## config.mk

```make
export PLATFORM = sky130hd
export DESIGN_NAME = jtopl_wrsched
export DESIGN_NICKNAME = d
export VERILOG_FILES = /design/src/rtl/jtopl_wrsched.sv
export SDC_FILE = /design/constraint.sdc
export NUM_CORES = 1
export LEC_CHECK = 0
export BUFFER_PORTS_ARGS = -buffer_cell sky130_fd_sc_hd__buf_2
export CORE_MARGIN = 2
export CORE_UTILIZATION = 40
export CTS_CLUSTER_DIAMETER = 50
export DETAILED_ROUTE_END_ITERATION = 8
export REMOVE_ABC_BUFFERS = 1
export SLEW_MARGIN = 20
export SYNTH_ARGS = -nofsm -noshare
export SYNTH_HDL_FRONTEND = slang
export SYNTH_SLANG_ARGS = --single-unit
export TNS_END_PERCENT = 100
```

## constraint.sdc

```tcl
create_clock -name clk -period 2.59 [get_ports clk]
set_input_delay 0.1295 -clock clk [delete_from_list [all_inputs] [get_ports clk]]
set_output_delay 0.1295 -clock clk [all_outputs]
set_load 0.02 [all_outputs]
```

## src/rtl/jtopl_wrsched.sv

```systemverilog
// Round-robin write scheduler for the OPL register port. Each accepted request becomes
// an address strobe and a data strobe. Each strobe is followed by a hold-off counted in cen ticks.
//
// state | meaning
// IDLE  | no write in flight; arbitrating between requesters every clk
// ADDR  | address strobe on the port (opl_addr=0, opl_din=register index)
// AWAIT | counting down the post-address hold-off on cen
// DATA  | data strobe on the port (opl_addr=1, opl_din=data byte)
// DWAIT | counting down the post-data hold-off on cen
module jtopl_wrsched #(
   parameter int ADDR_WAIT = 12,
   parameter int DATA_WAIT = 84,
   parameter int SKIP_ADDR = 1
) (
   input  logic       clk,
   input  logic       rst,
   input  logic       cen,
   input  logic       req0_valid,
   input  logic [7:0] req0_reg,
   input  logic [7:0] req0_dat,
   output logic       req0_ready,
   input  logic       req1_valid,
   input  logic [7:0] req1_reg,
   input  logic [7:0] req1_dat,
   output logic       req1_ready,
   output logic [7:0] opl_din,
   output logic       opl_addr,
   output logic       opl_write,
   output logic       busy
);

   localparam int MAXW = (ADDR_WAIT > DATA_WAIT) ? ADDR_WAIT : DATA_WAIT;
   localparam int CW   = (MAXW > 0) ? $clog2(MAXW + 1) : 1;
   localparam logic [CW-1:0] AW  = CW'(ADDR_WAIT);
   localparam logic [CW-1:0] DW  = CW'(DATA_WAIT);
   localparam logic [CW-1:0] ONE = CW'(1);

   typedef enum logic [2:0] {
      IDLE  = 3'd0,
      ADDR  = 3'd1,
      AWAIT = 3'd2,
      DATA  = 3'd3,
      DWAIT = 3'd4
   } state_t;

   state_t        state;
   logic [CW-1:0] cnt;
   logic          last_grant;
   logic          last_reg_v;
   logic [7:0]    last_reg;
   logic [7:0]    lat_reg;
   logic [7:0]    lat_dat;

   logic          idle;
   logic          grant0;
   logic          grant1;
   logic [7:0]    sel_reg;
   logic [7:0]    sel_dat;
   logic          skip;
   logic          wait_done;

   // A wait state ends on the clk whose cen tick brings the count to zero.
   always_comb begin
      idle      = (state == IDLE) && !rst;
      grant0    = idle && req0_valid && (!req1_valid || last_grant);
      grant1    = idle && req1_valid && (!req0_valid || !last_grant);
      sel_reg   = grant1 ? req1_reg : req0_reg;
      sel_dat   = grant1 ? req1_dat : req0_dat;
      skip      = (SKIP_ADDR != 0) && last_reg_v && (sel_reg == last_reg);
      wait_done = (cnt == '0) || (cen && (cnt == ONE));
   end

   assign req0_ready = grant0;
   assign req1_ready = grant1;
   assign busy       = (state != IDLE);

   always_ff @(posedge clk) begin
      if (rst) begin
         state      <= IDLE;
         cnt        <= '0;
         last_grant <= 1'b1;
         last_reg_v <= 1'b0;
         last_reg   <= '0;
         lat_reg    <= '0;
         lat_dat    <= '0;
         opl_din    <= '0;
         opl_addr   <= 1'b0;
         opl_write  <= 1'b0;
      end else begin
         opl_write <= 1'b0;
         case (state)
            IDLE: begin
               if (grant0 || grant1) begin
                  last_grant <= grant1;
                  lat_reg    <= sel_reg;
                  lat_dat    <= sel_dat;
                  opl_write  <= 1'b1;
                  if (skip) begin
                     state    <= DATA;
                     opl_addr <= 1'b1;
                     opl_din  <= sel_dat;
                  end else begin
                     state    <= ADDR;
                     opl_addr <= 1'b0;
                     opl_din  <= sel_reg;
                  end
               end
            end
            ADDR: begin
               last_reg   <= lat_reg;
               last_reg_v <= 1'b1;
               cnt        <= AW;
               state      <= AWAIT;
            end
            AWAIT: begin
               if (cen && (cnt != '0))
                  cnt <= cnt - ONE;
               if (wait_done) begin
                  state     <= DATA;
                  opl_write <= 1'b1;
                  opl_addr  <= 1'b1;
                  opl_din   <= lat_dat;
               end
            end
            DATA: begin
               cnt   <= DW;
               state <= DWAIT;
            end
            DWAIT: begin
               if (cen && (cnt != '0))
                  cnt <= cnt - ONE;
               if (wait_done)
                  state <= IDLE;
            end
            default: state <= IDLE;
         endcase
      end
   end

endmodule

```

# Word level (Yosys, flattened, before mapping)
# Index checks and enable logic that the tools add are counted.
# classes
add_sub_neg,1
n_mul,0
div,0
magnitude_cmp,0
n_eq_ne,10
shifts,0
n_mux,20
n_bitwise,0
n_reduce_logical,27
# op_table
operator,n
8-bit 2-to-1 mux,5
7-bit one-hot mux with 3 select lines,1
8-bit one-hot mux with 2 select lines,1
3-bit one-hot mux with 5 select lines,1
3-bit 2-to-1 mux,3
8-bit equality test,1
1-bit logical AND,8
7-bit by 1-bit equality test with 1-bit output (second input constant),1
7-bit logical NOT,1
7-bit 2-to-1 mux,1
7-bit nonzero test,1
7-bit by 1-bit subtractor with 7-bit output (second input constant),1
3-bit by 2-bit equality test with 1-bit output (second input constant),2
3-bit AND reduction,2
3-bit nonzero test,2
1-bit 2-to-1 mux,5
1-bit logical NOT,4
1-bit logical OR,4
2-bit by 1-bit inequality test with 1-bit output (second input constant),2
2-bit inequality test (second input constant),2
1-bit one-hot mux with 2 select lines,2
2-bit AND reduction,2
3-bit by 1-bit equality test with 1-bit output (second input constant),1
3-bit equality test (second input constant),1
4 further kinds,4
# totals
ff_bits,46
latch_bits,0
mem_bits_rw,0
rom_bits,0
elab_cells,68
n_memories,0

# Logic depth before layout (Yosys ltp)
# logic_depth
ltp_word,10
mapped_depth,8

# Least setup slack after synthesis
# Ideal clock, no wire load.
# synth_timing
kind,register to register
from,register state[0]
to,register opl_din[2]
arrival_ps,1794
slack_ps,681
stages_incl_launch_ff,8
path_buffers,2
synth_period_minus_slack_ps,1909
cell_sequence,dfxtp_1 buf_2 or3_1 o21ba_1 buf_2 a21oi_1 o211ai_2 and3_1
# synth_between
elab_chain_cells,10
elab_cells_between_ends,19
cone_classes,4 x eq/ne; 5 x mux; 10 x reduce/logical
# synth_lines
item,line_no,rtl
"start, declared",46,state_t state;
"start signal, assigned",79,state <= IDLE;
"start signal, assigned",99,state <= DATA;
"start signal, assigned",103,state <= ADDR;
3-bit logical NOT,"64, 91",
1-bit logical AND,64,idle = (state == IDLE) && !rst;
1-bit logical AND (2 in a row),66,grant1 = idle && req1_valid && (!req0_valid || !last_grant);
8-bit 2-to-1 mux,67,sel_reg = grant1 ? req1_reg : req0_reg;
8-bit equality test,69,skip = (SKIP_ADDR != 0) && last_reg_v && (sel_reg == last_reg);
1-bit logical AND,69,
8-bit 2-to-1 mux,98,if (skip) begin
8-bit 2-to-1 mux,93,if (grant0 || grant1) begin
8-bit one-hot mux with 2 select lines,91,case (state)
"end signal, assigned",101,opl_din <= sel_dat;
"end signal, assigned",105,opl_din <= sel_reg;
"end signal, assigned",122,opl_din <= lat_dat;
"end, declared",26,"output logic [7:0] opl_din,"
# Parallel ways exist; a longest one is shown, timed or not. The select of a mux whose other input is x is not followed.
# A chain may end at the register's enable or synchronous reset.

# Worst setup path in the final report
# layout_timing
from,register state[2]
to,register opl_din[2]
# Same word-level chain as after synthesis.

==> results.tsv <==
metric	value	unit
Crit path largest cell delay	0.60	ns
pre-CTS setup slack	0.249	ns
post-route core utilization	0.474	
critical path class	reg2reg	
Worst setup EP type	register	
placed insts	448	
top cells by area, synth	dfxtp_1, nand2_1, a21oi_1	
crit-path cells	nor4_4 > nand2_2 > bufinv_8 > nor3_1 > o2111a_1 > o211ai_2 > and3_1	
CTS tree	yes	
Max VDD drop	0.356	mV
Routability Congestion	0.816	
CP required	2.79	ns
CP top delay family	compound AO/OA/AOI/OAI gates	
root buf cell	clkbuf_8	
Syn Inst Count	331	
H-tree Lvls	2	
slowest cell on the critical path	dfxtp_1	
CP Launch Type	register	
Resize count post-CTS	0	
Post-CTS Setup Repair Bufs	0	
fin crit share	0.899	
Yosys top cell by area	dfxtp_1	
DRC Markers	0	
initial core utilization	0.412	
drt pass-1 iters	4	
Worst-path clk slew	0.09	ns
outcome	finished clean	
unrepaired setup endpoints after global routing	false	
Synth Warn #	0	
via/cell ratio	5.46	
Worst-Skew Late Latency	0.30	ns
worst-path maximum fanout	19	
Synth Area in Adders	0.0143	
Final Hold Slack	0.102	ns
First DRT Iteration DRCs	125	
reg2reg path depth	7	
routed wire length	6870	microns
Port Buffers	49	
post-synthesis mux area share	0.0655	
final net count	418	
stages on the worst setup path	7	
post-synth top area share	0.352	
Synth Flop Type	dfxtp_1	
Post-Syn Area	2620	sq um
chip height	84.9	microns
post-synthesis compound-gate area fraction	0.229	
final setup violating endpoints	0	
I/O pin cnt	50	
GRT overflow	0	
via count	2484	
Tmin final	2.33	ns
hpwl dp	5070	microns
number of synthesized flops with an enable pin	0	
mean post-synth cell area	7.91	sq um
Max Transition Viols Final	0	
HP Class	in2reg	
post-synthesis simple-gate area fraction	0.249	
largest net degree at the start of global routing	34	
Core Rows	29	
Final WS setup	0.263	ns
actual slew at the worst max-slew pin	0.544	ns
count of cell types in the netlist	49	
area grow syn2layout	15.1	%
max capacitance violation total	0	
largest family of logic cells by synthesized area	simple AND/OR/NAND/NOR gates	
count of final hold-check violations	0	
worst hold stages	3	
Post-Layout Cell Count	455	
share of layout cells above drive strength 1	0.201	
Arr. time, crit path	2.53	ns
vias in the first global route	2391	
total track usage	0.199	
die boundary width	84.9	microns
Inserted Diodes	0	
Yosys reg bits	46	
hold buffers post-CTS	0	
setup TNS	0	ns
XOR/XNOR Fraction of Synth Area	0.0435	
PD cells	581	nW/um^2
Worst Skew	0.0126	ns
Leak	0.00115	uW
WP buf/inv	1	
Rel. slew slack	0.638	
die area	7210	sq um
first-pass GRT wire length	11500	microns
antenna violations before repair	0	
routed len/inst	15.1	microns
CTS Sinks	46	
Clock Path Buffers	2	
post-synthesis sequential area ratio	0.352	
core box area	6350	sq um
ys async rst share	0	
Routed Antenna Nets	0	
Max Fclk	0.430	GHz
CTS buffer count	5	
-- final cells by class --
cell class	instances	area, sq um
Clock buffer	7	76.3
Fill cell	645	3340
Inverter	5	32.5
Multi-Input combinational cell	262	1570
Sequential cell	46	921
Tap cell	77	96.3
Timing Repair Buffer	58	313
-- cells in the final DEF, fill, tap and decap left out, types with 2 or more instances in the layout --
master and count:
or3_1 4, a21oi_1 35, nor2b_1 2, nand4_1 2, a311oi_1 9, a31oi_1 2
mux2i_1 16, a211o_1 2, buf_4 9, clkbuf_8 5, a211oi_1 11, dfxtp_1 46
nand2_1 48, nor3_1 5, xnor2_1 12, nand3_1 5, nor2_1 40, inv_1 3
nand2b_1 14, ha_1 3, o21ai_0 25, nor4_4 2, a22oi_1 3, buf_2 49
clkbuf_1 2
-- path summary, 6_finish.rpt --
check | from | endpoint | slack, ns
setup / recovery | state[2] | opl_din[2] | 0.26
hold / removal | req0_dat[2] | lat_dat[2] | 0.10
setup reg to reg | state[2] | opl_din[2] | 0.26
hold reg to reg | lat_reg[3] | last_reg[3] | 0.45
-- worst register-to-register path, stage by stage, from the launching register on --
cell and delay [ns]:
dfxtp_1 0.60, nor4_4 0.09, nand2_2 0.08, bufinv_8 0.23, nor3_1 0.31, o2111a_1 0.57
o211ai_2 0.14, and3_1 0.20
-- cell usage after synthesis, types with 2 or more instances --
| cell | n |
|---|---|
| a31oi_1 | 2 |
| nand2b_1 | 14 |
| a211oi_1 | 11 |
| a21oi_1 | 35 |
| a311oi_1 | 9 |
| buf_2 | 6 |
| ha_1 | 3 |
| nand3_1 | 5 |
| xnor2_1 | 12 |
| o21ai_0 | 25 |
| nor3_1 | 5 |
| buf_6 | 2 |
| nor2b_1 | 2 |
| inv_1 | 3 |
| a211o_1 | 2 |
| nor2_1 | 40 |
| a22oi_1 | 3 |
| nor4_4 | 2 |
| or3_1 | 4 |
| clkbuf_1 | 9 |
| nand4_1 | 2 |
| nand2_1 | 48 |
| mux2i_1 | 16 |
| dfxtp_1 | 46 |
-- where the power goes --
group | switching, uW | internal, uW | leakage, uW
logic | 296 | 201 | 0.000734
clock network | 236 | 186 | 0.0000383
registers | 58.3 | 774 | 0.000376
-- cells by family after synthesis --
| logic type | Yosys count |
|---|---|
| AND/OR/NAND/NOR | 133 |
| XOR/XNOR | 13 |
| flip-flops | 46 |
| multiplexers | 17 |
| buffers and inverters | 23 |
| adder cells (fa/ha/maj) | 3 |
| AO/OA/AOI/OAI | 96 |
-- metal layers --
metal / share of wire / GRT usage
met5: 0 / 0
met3: 0.038 / 0.0360
met4: 0.015 / 0.0577
met1: 0.49 / 0.271
met2: 0.45 / 0.324
-- stage by stage --
stage | total power (uW) | cell area [sq um]
global placement | 1340 | 2940
CTS | 1770 | 3010
floorplan | 1160 | 2530
detailed placement | 1350 | 2940
finish | 1750 | 3010
global route | 1860 | 3010
Note: power is estimated with default switching activity, not from simulation.
